==> src/rtl/tug_game_ctrl_if.sv <==
// Player key inputs and playfield/score outputs of the tug-of-war round controller.
// The master side drives the keys and the slave side is the controller itself.
interface tug_game_ctrl_if #(
  parameter int NUM_LIGHTS = 9,
  parameter int SCORE_W    = 3
);
  logic                  key_l;
  logic                  key_r;
  logic [NUM_LIGHTS-1:0] leds;
  logic [SCORE_W-1:0]    score_l;
  logic [SCORE_W-1:0]    score_r;
  logic [1:0]            winner;
  logic                  round_start;

  modport master (
    output key_l, key_r,
    input  leds, score_l, score_r, winner, round_start
  );

  modport slave (
    input  key_l, key_r,
    output leds, score_l, score_r, winner, round_start
  );
endinterface

==> src/rtl/tug_game_ctrl.sv <==
// Tug-of-war round and score controller: turns key levels into presses, moves the lit
// position, scores rounds, holds the playfield dark between rounds and freezes at match end.
module tug_game_ctrl #(
  parameter int NUM_LIGHTS = 9,
  parameter int SCORE_W    = 3,
  parameter int HOLDOFF    = 4
) (
  input  logic           clk,
  input  logic           reset,
  tug_game_ctrl_if.slave ctrl_io
);
  localparam int POS_W = (NUM_LIGHTS > 2) ? $clog2(NUM_LIGHTS) : 1;
  localparam int CNT_W = (HOLDOFF > 1) ? $clog2(HOLDOFF) : 1;
  localparam logic [POS_W-1:0]   POS_CENTRE = POS_W'((NUM_LIGHTS - 1) / 2);
  localparam logic [POS_W-1:0]   POS_LEFT   = POS_W'(NUM_LIGHTS - 1);
  localparam logic [POS_W-1:0]   POS_RIGHT  = POS_W'(0);
  localparam logic [SCORE_W-1:0] SCORE_MAX  = {SCORE_W{1'b1}};
  localparam logic [CNT_W-1:0]   HOLD_LOAD  = CNT_W'(HOLDOFF - 1);

  typedef enum logic [1:0] {
    ST_PLAY = 2'd0,
    ST_HOLD = 2'd1,
    ST_OVER = 2'd2
  } state_e;

  state_e                state_q,       state_d;
  logic [POS_W-1:0]      pos_q,         pos_d;
  logic [SCORE_W-1:0]    score_l_q,     score_l_d;
  logic [SCORE_W-1:0]    score_r_q,     score_r_d;
  logic [1:0]            winner_q,      winner_d;
  logic [NUM_LIGHTS-1:0] leds_q,        leds_d;
  logic [CNT_W-1:0]      cnt_q,         cnt_d;
  logic                  round_start_q, round_start_d;
  logic                  key_l_q,       key_r_q;
  logic                  press_l_s,     press_r_s;
  logic                  win_s;

  function automatic logic [NUM_LIGHTS-1:0] onehot(input logic [POS_W-1:0] p);
    onehot = NUM_LIGHTS'(1) << p;
  endfunction

  // Key history is updated in every state so a key held across a state change never presses
  assign press_l_s = ctrl_io.key_l & ~key_l_q;
  assign press_r_s = ctrl_io.key_r & ~key_r_q;

  // State and output registers with synchronous reset
  always_ff @(posedge clk) begin
    if (reset) begin
      state_q       <= ST_PLAY;
      pos_q         <= POS_CENTRE;
      score_l_q     <= '0;
      score_r_q     <= '0;
      winner_q      <= 2'b00;
      leds_q        <= onehot(POS_CENTRE);
      cnt_q         <= '0;
      round_start_q <= 1'b1;
      key_l_q       <= 1'b0;
      key_r_q       <= 1'b0;
    end else begin
      state_q       <= state_d;
      pos_q         <= pos_d;
      score_l_q     <= score_l_d;
      score_r_q     <= score_r_d;
      winner_q      <= winner_d;
      leds_q        <= leds_d;
      cnt_q         <= cnt_d;
      round_start_q <= round_start_d;
      key_l_q       <= ctrl_io.key_l;
      key_r_q       <= ctrl_io.key_r;
    end
  end

  // Next-state logic: movement, win detection, hold countdown and match end
  always_comb begin
    state_d       = state_q;
    pos_d         = pos_q;
    score_l_d     = score_l_q;
    score_r_d     = score_r_q;
    winner_d      = winner_q;
    cnt_d         = cnt_q;
    round_start_d = 1'b0;
    win_s         = 1'b0;

    case (state_q)
      ST_PLAY: begin
        if (press_l_s && !press_r_s) begin
          if (pos_q == POS_LEFT) begin
            score_l_d = score_l_q + SCORE_W'(1);
            winner_d  = 2'b01;
            win_s     = 1'b1;
          end else begin
            pos_d = pos_q + POS_W'(1);
          end
        end else if (press_r_s && !press_l_s) begin
          if (pos_q == POS_RIGHT) begin
            score_r_d = score_r_q + SCORE_W'(1);
            winner_d  = 2'b10;
            win_s     = 1'b1;
          end else begin
            pos_d = pos_q - POS_W'(1);
          end
        end else begin
          pos_d = pos_q;
        end
      end
      ST_HOLD: begin
        if (cnt_q == '0) begin
          state_d       = ST_PLAY;
          pos_d         = POS_CENTRE;
          winner_d      = 2'b00;
          round_start_d = 1'b1;
        end else begin
          cnt_d = cnt_q - CNT_W'(1);
        end
      end
      ST_OVER: begin
        state_d = ST_OVER;
      end
      default: begin
        state_d = ST_OVER;
      end
    endcase

    // A point reaching the maximum ends the match before any score can wrap
    if (win_s) begin
      if ((score_l_d == SCORE_MAX) || (score_r_d == SCORE_MAX)) begin
        state_d = ST_OVER;
      end else begin
        state_d = ST_HOLD;
        cnt_d   = HOLD_LOAD;
      end
    end else begin
      state_d = state_d;
    end

    leds_d = (state_d == ST_PLAY) ? onehot(pos_d) : '0;
  end

  assign ctrl_io.leds        = leds_q;
  assign ctrl_io.score_l     = score_l_q;
  assign ctrl_io.score_r     = score_r_q;
  assign ctrl_io.winner      = winner_q;
  assign ctrl_io.round_start = round_start_q;
endmodule

==> src/flat_wrapper.sv <==
// flat-port wrapper written by rule: the top's interface ports become plain ports
module tug_game_ctrl_flat 
#(
  parameter int NUM_LIGHTS = 9,
  parameter int SCORE_W    = 3,
  parameter int HOLDOFF    = 4
)
  (clk, reset, ctrl_io_key_l, ctrl_io_key_r, ctrl_io_leds, ctrl_io_score_l, ctrl_io_score_r, ctrl_io_winner, ctrl_io_round_start);
  tug_game_ctrl_if #(.NUM_LIGHTS(NUM_LIGHTS), .SCORE_W(SCORE_W)) ctrl_io_i ();
  input  logic clk;
  input  logic reset;
  input wire logic [$bits(ctrl_io_i.key_l)-1:0] ctrl_io_key_l;
  input wire logic [$bits(ctrl_io_i.key_r)-1:0] ctrl_io_key_r;
  output wire logic [$bits(ctrl_io_i.leds)-1:0] ctrl_io_leds;
  output wire logic [$bits(ctrl_io_i.score_l)-1:0] ctrl_io_score_l;
  output wire logic [$bits(ctrl_io_i.score_r)-1:0] ctrl_io_score_r;
  output wire logic [$bits(ctrl_io_i.winner)-1:0] ctrl_io_winner;
  output wire logic [$bits(ctrl_io_i.round_start)-1:0] ctrl_io_round_start;
  assign ctrl_io_i.key_l = ctrl_io_key_l;
  assign ctrl_io_i.key_r = ctrl_io_key_r;
  assign ctrl_io_leds = ctrl_io_i.leds;
  assign ctrl_io_score_l = ctrl_io_i.score_l;
  assign ctrl_io_score_r = ctrl_io_i.score_r;
  assign ctrl_io_winner = ctrl_io_i.winner;
  assign ctrl_io_round_start = ctrl_io_i.round_start;
  tug_game_ctrl #(.NUM_LIGHTS(NUM_LIGHTS), .SCORE_W(SCORE_W), .HOLDOFF(HOLDOFF)) u_core (.clk(clk), .reset(reset), .ctrl_io(ctrl_io_i));
endmodule
==> config.mk <==
export PLATFORM = sky130hd
export DESIGN_NAME = tug_game_ctrl_flat
export DESIGN_NICKNAME = d
export VERILOG_FILES = /design/src/rtl/tug_game_ctrl_if.sv /design/src/rtl/tug_game_ctrl.sv /design/src/flat_wrapper.sv
export SDC_FILE = /design/constraint.sdc
export NUM_CORES = 1
export LEC_CHECK = 0
export ABC_AREA = 0
export CAP_MARGIN = 25
export CORE_UTILIZATION = 25
export CTS_BUF_LIST = sky130_fd_sc_hd__clkbuf_4
export DETAILED_ROUTE_END_ITERATION = 10
export PLACE_DENSITY_LB_ADDON = 0.12
export SYNTH_ARGS = -nofsm -noshare
export SYNTH_HDL_FRONTEND = slang
export SYNTH_SLANG_ARGS = --single-unit
export TNS_END_PERCENT = 5
==> constraint.sdc <==
create_clock -name clk -period 5.4 [get_ports clk]
set_clock_uncertainty 0.15 [all_clocks]
set_input_delay 1.08 -clock clk [delete_from_list [all_inputs] [get_ports clk]]
set_output_delay 1.08 -clock clk [all_outputs]
set_load 0.01 [all_outputs]
==> flow_metrics.tcl, run 1 <==
set metrics [dict create \
    grt_max_degree 18 \
    stdcell_count 263 \
    synth_ff_type "dfxtp_1" \
    synth.net_count 186 \
    synth_edf_count 0 \
    whs_ns 0.359 \
    cts.reportedPaths.clkPinSlew_ns 0.15 \
    clk_latency_ns 0.33 \
    crit_start "ctrl_io_key_r" \
    ff2ff_path_depth 8 \
    start_kind "input port" \
    cts_tree "yes" \
    cp_max_fo 13 \
    setup.worst_path.end "u_core.ctrl_io.leds[8]$_SDFF_PP0_" \
    multi_input_area_sq_um 882 \
    tightest_slew_ns 0.716 \
    avgSynthCellArea_sq_um 8.50 \
    layout-drive-gt1-share_pct 9.95 \
    grt_pass1_wl_um 6220 \
    critPathCaptureType "flop" \
    cts_num_sinks 28 \
    layout_common_cells "dfxtp_1, nor2_1, clkdlybuf4s50_1" \
    via_per_inst 5.10 \
    ys_seq_elements 28 \
    ant_nets 0 \
    dr.pass1.iters 4 \
    fin_area_sq_mm 0.00179 \
    postCtsSetupBuffers 0 \
    drtIter0Drc 83 \
    r2r_end "u_core.ctrl_io.leds[8]$_SDFF_PP0_" \
    globalplace.congestion 0.782 \
    dpl_cell_area_sq_mm 0.00177 \
    grt_overflow 0 \
    syn_inst 177 \
    die_w_um 79.6 \
    dr_total_vias 1341 \
    core_sq_mm 0.00564 \
    dieArea_sq_mm 0.00634 \
    seqCellArea_sq_um 561 \
    fin_tns_setup_ns 0 \
    grt_pass1_vias 1294 \
    final_common_cell "dfxtp_1" \
    min_period_ns 3.17 \
    drv_slew 0 \
    routedWlPerCell_um 14.3 \
    rr_startpoint "u_core.pos_q[1]$_SDFF_PP0_" \
    clock.fmax_ghz 0.316 \
    hold_buffers 0 \
    root_buffer "clkbuf_4" \
    antenna_cells 0 \
    cts_buffers 3 \
    die-height_um 79.6 \
    hold_depth 2 \
    setup_viol 0 \
    grt_use_total_pct 12.8 \
    port-buffer-count 21 \
    synth_area_leaders "dfxtp_1, nor2_1, a21oi_1" \
    power_uw 417 \
    synth_top_area_share_pct 37.2 \
    drc 0 \
    routed_wl_um 3750 \
    io_pins 22 \
    synth_area_sq_mm 0.00151 \
    rsz0062_at_grt "false" \
    slew_headroom_pct 52.1 \
    power_density_mw_per_mm2 233 \
    async_flop_share_pct 0 \
    critPathArrivalTime_ns 3.27 \
    hp-class "flop to flop" \
    required_ns 5.51 \
    status "finished clean" \
    place_inst 260 \
    nets 202 \
    antenna_found_initial 0 \
    yosys.area.top_type "dfxtp_1" \
    syn_to_final_growth_pct 18.8 \
    vdd_drop_max_v 0.0000690 \
    period_share_pct 58.6 \
    htreeDepth 1 \
    finalHoldViolCount 0 \
    dp_hpwl_um 2770 \
    start_util_pct 26.7 \
    crit_type "input port to flop" \
    synth.distinct_cells 51 \
    rows 27 \
    cap_violations 0 \
    cts_max_path_buffers 2 \
    yosysSeqAreaShare_pct 37.2 \
    p_leak_uw 0.000665 \
    nFillCells 581 \
    ys.warnings.count 0 \
    r2r_setup_slack_ns 2.78 \
    post_cts_resized 0 \
]
## cell families after synthesis
group / share of synthesized area (%)
AOI/OAI and AO/OA: 16.9
muxes: 4.07
buffers and inverters: 4.16
DFF: 37.2
adders and majority gates: 4.16
and+or+nand+nor: 31.8
xor gates and xnor gates: 1.75
## state kept, by name, indices dropped and copies added, names as in the netlist
signal and flops:
u_core.ctrl_io.winner 2, u_core.ctrl_io.score_r 3, u_core.ctrl_io.leds 9, u_core.ctrl_io.round_start 1, u_core.ctrl_io.score_l 3, u_core.key_r_q 1
u_core.state_q 2, u_core.cnt_q 2, u_core.pos_q 4, u_core.key_l_q 1
## power breakdown
group / leakage (uW) / total (uW) / switching [uW] / internal (uW)
registers: 0.000228 / 227 / 9.54 / 217
logic: 0.000423 / 101 / 55.7 / 45.2
clock network: 0.0000138 / 89.2 / 63.0 / 26.2
## metal layers
metal	track usage, %	part of all wire, %
met5	0	0
met4	7.09	2.0
met3	1.94	3.1
met2	19.2	44
met1	17.2	50
## stage by stage
| step | setup slack [ns] | util, % |
|---|---|---|
| finish | 2.23 | 31.7 |
| global route | 2.04 | 31.7 |
| CTS | 2.23 | 31.7 |
| detailed placement | 1.88 | 31.3 |
| global placement | 1.91 | 31.3 |
| floorplan | 2.60 | - |
## cell usage after synthesis, types with 4 or more instances
| master | count |
|---|---|
| dfxtp_1 | 28 |
| nor2_1 | 21 |
| a21oi_1 | 13 |
| nand2_1 | 9 |
| nor2b_1 | 8 |
| nand2b_1 | 6 |
| nand3_1 | 6 |
| clkbuf_1 | 5 |
| ha_1 | 5 |
| mux2i_1 | 5 |
| o21ai_0 | 5 |
| buf_2 | 4 |
| inv_1 | 4 |
## final cells by class
class | count | share of cell area (%)
multi-input combinational | 134 | 49.3
sequential | 28 | 31.4
timing repair buffer | 22 | 12.2
tap | 72 | 5.04
clock buffer | 3 | 1.26
inverter | 4 | 0.840
## worst min-delay path by stage
stage	startpoint	end	slack [ns]
2_1_floorplan	u_core.cnt_q[1]$_SDFF_PP0_	u_core.cnt_q[1]$_SDFF_PP0_	0.31
3_3_place_gp	u_core.cnt_q[1]$_SDFF_PP0_	u_core.cnt_q[1]$_SDFF_PP0_	0.33
3_5_place_dp	u_core.ctrl_io.winner[1]$_SDFFE_PP0P_	u_core.ctrl_io.winner[1]$_SDFFE_PP0P_	0.34
4_1_cts	u_core.cnt_q[1]$_SDFF_PP0_	u_core.cnt_q[1]$_SDFF_PP0_	0.37
5_1_grt	u_core.cnt_q[1]$_SDFF_PP0_	u_core.cnt_q[1]$_SDFF_PP0_	0.40
6_report	u_core.cnt_q[1]$_SDFF_PP0_	u_core.cnt_q[1]$_SDFF_PP0_	0.36
## worst max-delay path: stages
cell and delay, ns:
clkdlybuf4s50_1 0.51, nand2b_1 0.27, or3_1 0.50, a311o_1 0.38, a22oi_2 0.24, nand2_1 0.16, nor4_2 0.14
Note: power is estimated with default switching activity, not from simulation.
==> run 2, diff against run 1 <==
==> constraint.sdc (replaced) <==
create_clock -name clk -period 3.2 [get_ports clk]
set_clock_uncertainty 0.15 [all_clocks]
set_input_delay 0.64 -clock clk [delete_from_list [all_inputs] [get_ports clk]]
set_output_delay 0.64 -clock clk [all_outputs]
set_load 0.01 [all_outputs]
==> flow_metrics.tcl, run 2 (same netlist as run 1, synthesis figures left out) <==
set metrics [dict create \
    status "finished clean" \
    cts.reportedPaths.clkPinSlew_ns 0.17 \
    critPathArrivalTime_ns 2.77 \
    final_common_cell "dfxtp_1" \
    hold_path.startpoint "u_core.ctrl_io.winner[1]$_SDFFE_PP0P_" \
    root_buffer "clkbuf_4" \
    dieArea_sq_mm 0.00634 \
    fin_tns_setup_ns 0 \
    globalplace.congestion 0.867 \
    comb_power_share_pct 24.6 \
    rows 27 \
    clock.fmax_ghz 0.376 \
    slew_headroom_pct 73.1 \
    routedWlPerCell_um 14.7 \
    via_per_inst 5.07 \
    hold_buffers 0 \
    grt_pass1_vias 1372 \
    switchingPower_uw 222 \
    ant_nets 0 \
    core_sq_mm 0.00564 \
    clkPwrFrac_pct 21.7 \
    grt_use_total_pct 13.5 \
    htreeDepth 1 \
    antenna_found_initial 0 \
    vdd_drop_max_v 0.000164 \
    cap_violations 0 \
    clk_latency_ns 0.35 \
    io_pins 22 \
    tightest_slew_ns 0.402 \
    cts_buffers 3 \
    power.share.switching_pct 31.2 \
    hold_depth 2 \
    post_cts_resized 0 \
    rsz0062_at_grt "false" \
    path_buf_inv 1 \
    r2r_end "u_core.ctrl_io.leds[8]$_SDFF_PP0_" \
    nFillCells 598 \
    whs_ns 0.358 \
    cts_max_path_buffers 2 \
    crit_type "flop to flop" \
    syn_to_final_growth_pct 20.8 \
    hp-class "flop to flop" \
    port-buffer-count 21 \
    drv_slew 0 \
    start_util_pct 26.7 \
    crit_chain "inv_1, ha_1, nor3b_1, or3_1, a311o_1, a22oi_2, nand2_1, nor4_2" \
    crit_start "u_core.pos_q[0]$_SDFF_PP0_" \
    nets 206 \
    critPathSlowestCell "dfxtp_1" \
    dp_hpwl_um 2910 \
    die-height_um 79.6 \
    min_to "u_core.ctrl_io.winner[1]$_SDFFE_PP0P_" \
    min_period_ns 2.66 \
    ff2ff_path_depth 8 \
    layout_common_cells "dfxtp_1, nor2_1, clkdlybuf4s50_1" \
    critPathCaptureType "flop" \
    cts_tree "yes" \
    grt_max_degree 17 \
    grt_pass1_wl_um 6630 \
    largest_reg_flops 9 \
    cp_max_fo 11 \
    cp_slowest_stage_delay_ns 0.45 \
    required_ns 3.31 \
    postCtsSetupBuffers 0 \
    start_kind "flop" \
    power_density_mw_per_mm2 392 \
    dr.pass1.iters 4 \
    dr_total_vias 1353 \
    finalHoldViolCount 0 \
    layout-drive-gt1-share_pct 11.8 \
    routed_wl_um 3910 \
    r2r_setup_slack_ns 0.54 \
    p_leak_uw 0.000685 \
    p_int_uw 490 \
    setup_viol 0 \
    seqPwrFrac_pct 53.6 \
    cpLargestDelayFamily "simple AND/OR/NAND/NOR gates" \
    grt_overflow 0 \
    antenna_cells 0 \
    drtIter0Drc 83 \
    drc 0 \
    rr_startpoint "u_core.pos_q[0]$_SDFF_PP0_" \
    die_w_um 79.6 \
    cts_num_sinks 28 \
    period_share_pct 83.2 \
]
## run 2: cell count changes in the layout (fill, tap and decap cells not counted)
cell / delta
buf_4: +4
## run 2: cell type report
class | instances | area (sq um) | share of cell area [%]
well taps | 72 | 90.1 | 4.96
clock buffers | 3 | 22.5 | 1.24
inverters | 4 | 15.0 | 0.826
multi-input cells | 134 | 882 | 48.5
flip-flops and latches | 28 | 561 | 30.8
repair buffers | 26 | 248 | 13.6
## run 2: power by group through the flow
stage / logic (uW) / registers (uW) / clock network (uW)
final: 175 / 382 / 155
after global routing: 195 / 385 / 177
after CTS: 176 / 382 / 159
after detailed placement: 175 / 390 / 0
after global placement: 174 / 389 / 0
after floorplan: 118 / 388 / 0
## run 2: worst register-to-register path, cell delays in order, from the launching register on
cell,delay (ns)
dfxtp_1,0.45
inv_1,0.09
ha_1,0.34
nor3b_1,0.21
or3_1,0.39
a311o_1,0.39
a22oi_2,0.27
nand2_1,0.16
nor4_2,0.14
## run 2: worst max-delay path by stage
stage                                              to  depth (start not counted)
floorplan                u_core.state_q[1]$_SDFF_PP0_                          6
global placement         u_core.state_q[1]$_SDFF_PP0_                          7
detailed placement       u_core.state_q[1]$_SDFF_PP0_                          7
CTS                 u_core.ctrl_io.leds[8]$_SDFF_PP0_                          8
global route        u_core.ctrl_io.leds[8]$_SDFF_PP0_                          8
finish              u_core.ctrl_io.leds[8]$_SDFF_PP0_                          8
## run 2: routing by layer
| layer | wire (um) | share of wire [%] | track usage [%] | vias up |
|---|---|---|---|---|
| met5 | 0 | 0 | 0 | - |
| met4 | 57 | 1.5 | 6.00 | 0 |
| met3 | 151 | 3.9 | 2.40 | 4 |
| met2 | 1780 | 46 | 20.9 | 30 |
| met1 | 1920 | 49 | 18.2 | 644 |
| li1 | - | - | - | 675 |
## run 2: metrics by stage
step	total power, uW	util, %	instance area, sq um	instances	setup slack [ns]
5_1_grt	757	32.2	1820	267	0.327
3_5_place_dp	565	31.8	1800	264	0.191
6_report	712	32.2	1820	267	0.538
2_1_floorplan	506	-	1510	177	0.837
3_3_place_gp	562	31.8	1800	264	0.232
4_1_cts	718	32.2	1820	267	0.534
==> run 3, diff against run 2 <==
==> constraint.sdc (replaced) <==
create_clock -name clk -period 2.68 [get_ports clk]
set_clock_uncertainty 0.15 [all_clocks]
set_input_delay 0.536 -clock clk [delete_from_list [all_inputs] [get_ports clk]]
set_output_delay 0.536 -clock clk [all_outputs]
set_load 0.01 [all_outputs]
==> flow_metrics.tcl, run 3 (same netlist as run 1, synthesis figures left out) <==
set metrics [dict create \
    status "finished clean" \
    antenna_cells 0 \
    wl_met2_um 1810 \
    syn_to_final_growth_pct 28.8 \
    routed_wl_um 4090 \
    critPathCaptureType "flop" \
    die-height_um 79.6 \
    min_to "u_core.cnt_q[1]$_SDFF_PP0_" \
    period_share_pct 93.7 \
    hold_depth 2 \
    vdd_drop_max_v 0.000222 \
    min_period_ns 2.51 \
    dr_total_vias 1390 \
    cts_max_path_buffers 2 \
    post_cts_resized 0 \
    wl_met3_um 137 \
    io_pins 22 \
    largest_reg_flops 9 \
    power.share.switching_pct 30.6 \
    layout-drive-gt1-share_pct 18.5 \
    grt_overflow 0 \
    r2r_end "u_core.ctrl_io.leds[8]$_SDFF_PP0_" \
    cts_num_sinks 28 \
    cts.reportedPaths.clkPinSlew_ns 0.15 \
    hp-class "flop to flop" \
    dieArea_sq_mm 0.00634 \
    ff2ff_path_depth 8 \
    critPathArrivalTime_ns 2.61 \
    port-buffer-count 21 \
    clk_latency_ns 0.33 \
    root_buffer "clkbuf_4" \
    grt_pass1_wl_um 6870 \
    grt_use_total_pct 14.1 \
    comb_power_share_pct 27.8 \
    top_layer "met4" \
    finalHoldViolCount 0 \
    required_ns 2.78 \
    htreeDepth 1 \
    crit_type "input port to flop" \
    cts_buffers 3 \
    hold_path.startpoint "u_core.cnt_q[1]$_SDFF_PP0_" \
    rows 27 \
    drtIter0Drc 125 \
    p_int_uw 608 \
    via_per_inst 4.91 \
    switchingPower_uw 269 \
    dp_hpwl_um 3130 \
    seqPwrFrac_pct 51.7 \
    routedWlPerCell_um 14.5 \
    drc 0 \
    cap_violations 0 \
    die_w_um 79.6 \
    start_kind "input port" \
    place_inst 280 \
    setup_viol 0 \
    tightest_slew_ns 0.422 \
    dr.pass1.iters 4 \
    cts_tree "yes" \
    rr_startpoint "u_core.pos_q[0]$_SDFF_PP0_" \
    power_density_mw_per_mm2 452 \
    grt_pass1_vias 1356 \
    ant_nets 0 \
    postCtsSetupBuffers 0 \
    cp_max_fo 4 \
    rsz0062_at_grt "false" \
    core_sq_mm 0.00564 \
    hold_buffers 0 \
    antenna_found_initial 0 \
    final_common_cell "dfxtp_1" \
    wl_met1_um 2110 \
    grt_max_degree 15 \
    r2r_setup_slack_ns 0.20 \
    start_util_pct 26.7 \
    layout_common_cells "dfxtp_1, nor2_1, clkdlybuf4s50_1, buf_4, a21oi_1" \
    stdcell_count 283 \
    clock.fmax_ghz 0.398 \
    power_uw 877 \
    p_leak_uw 0.000761 \
    nets 222 \
    globalplace.congestion 0.886 \
    drv_slew 0 \
    clkPwrFrac_pct 20.5 \
    slew_headroom_pct 71.8 \
]
run 3: changes by cell type in the layout (fill, tap and decap cells not counted):
cell   previous run  this run
buf_4             5        21
run 3: layout make-up:
type                    count  area [sq um]
clock buffers               3          22.5
multi-input cells         134           882
inverters                   4          15.0
flip-flops and latches     28           561
repair buffers             42           368
fillers                   580          3700
well taps                  72          90.1
run 3: through the flow:
| step | hold WS [ns] | util (%) | TNS [ns] | worst slack, ns | instance area, sq um |
|---|---|---|---|---|---|
| 2_1_floorplan | 0.307 | - | 0 | 0.421 | 1510 |
| 3_3_place_gp | 0.321 | 34.0 | -1.06 | -0.159 | 1920 |
| 3_5_place_dp | 0.333 | 34.0 | -1.18 | -0.196 | 1920 |
| 4_1_cts | 0.366 | 34.4 | 0 | 0.182 | 1940 |
| 5_1_grt | 0.400 | 34.4 | 0 | 0.0498 | 1940 |
| 6_report | 0.355 | 34.4 | 0 | 0.169 | 1940 |
run 3: how the worst max path moves through the flow:
stage | startpoint | end | slack (ns) | cells after the start
final | ctrl_io_key_r | u_core.state_q[1]$_SDFF_PP0_ | 0.17 | 7
after global routing | u_core.pos_q[0]$_SDFF_PP0_ | u_core.ctrl_io.leds[8]$_SDFF_PP0_ | 0.05 | 8
after CTS | ctrl_io_key_r | u_core.state_q[1]$_SDFF_PP0_ | 0.18 | 7
after detailed placement | ctrl_io_key_r | u_core.state_q[1]$_SDFF_PP0_ | -0.20 | 7
after global placement | ctrl_io_key_r | u_core.state_q[1]$_SDFF_PP0_ | -0.16 | 7
after floorplan | ctrl_io_key_r | u_core.state_q[1]$_SDFF_PP0_ | 0.42 | 6
run 3: power by group through the flow:
stage	combinational [uW]	sequential, uW	clock [uW]
after floorplan	141	463	0
after global placement	241	462	0
after detailed placement	242	462	0
after CTS	244	453	193
after global routing	269	457	212
final	244	453	180
run 3: metal layers:
layer / vias up / track usage [%]
met1: 661 / 20.1
met4: 0 / 6.18
li1: 705 / -
met5: - / 0
met3: 2 / 1.83
met2: 22 / 20.8
run 3: critical path, stage by stage:
cell	delay (ns)
clkdlybuf4s50_1	0.50
or3b_4	0.41
or3_1	0.35
o21ai_1	0.14
a311oi_1	0.10
or3_4	0.43
o211a_1	0.13
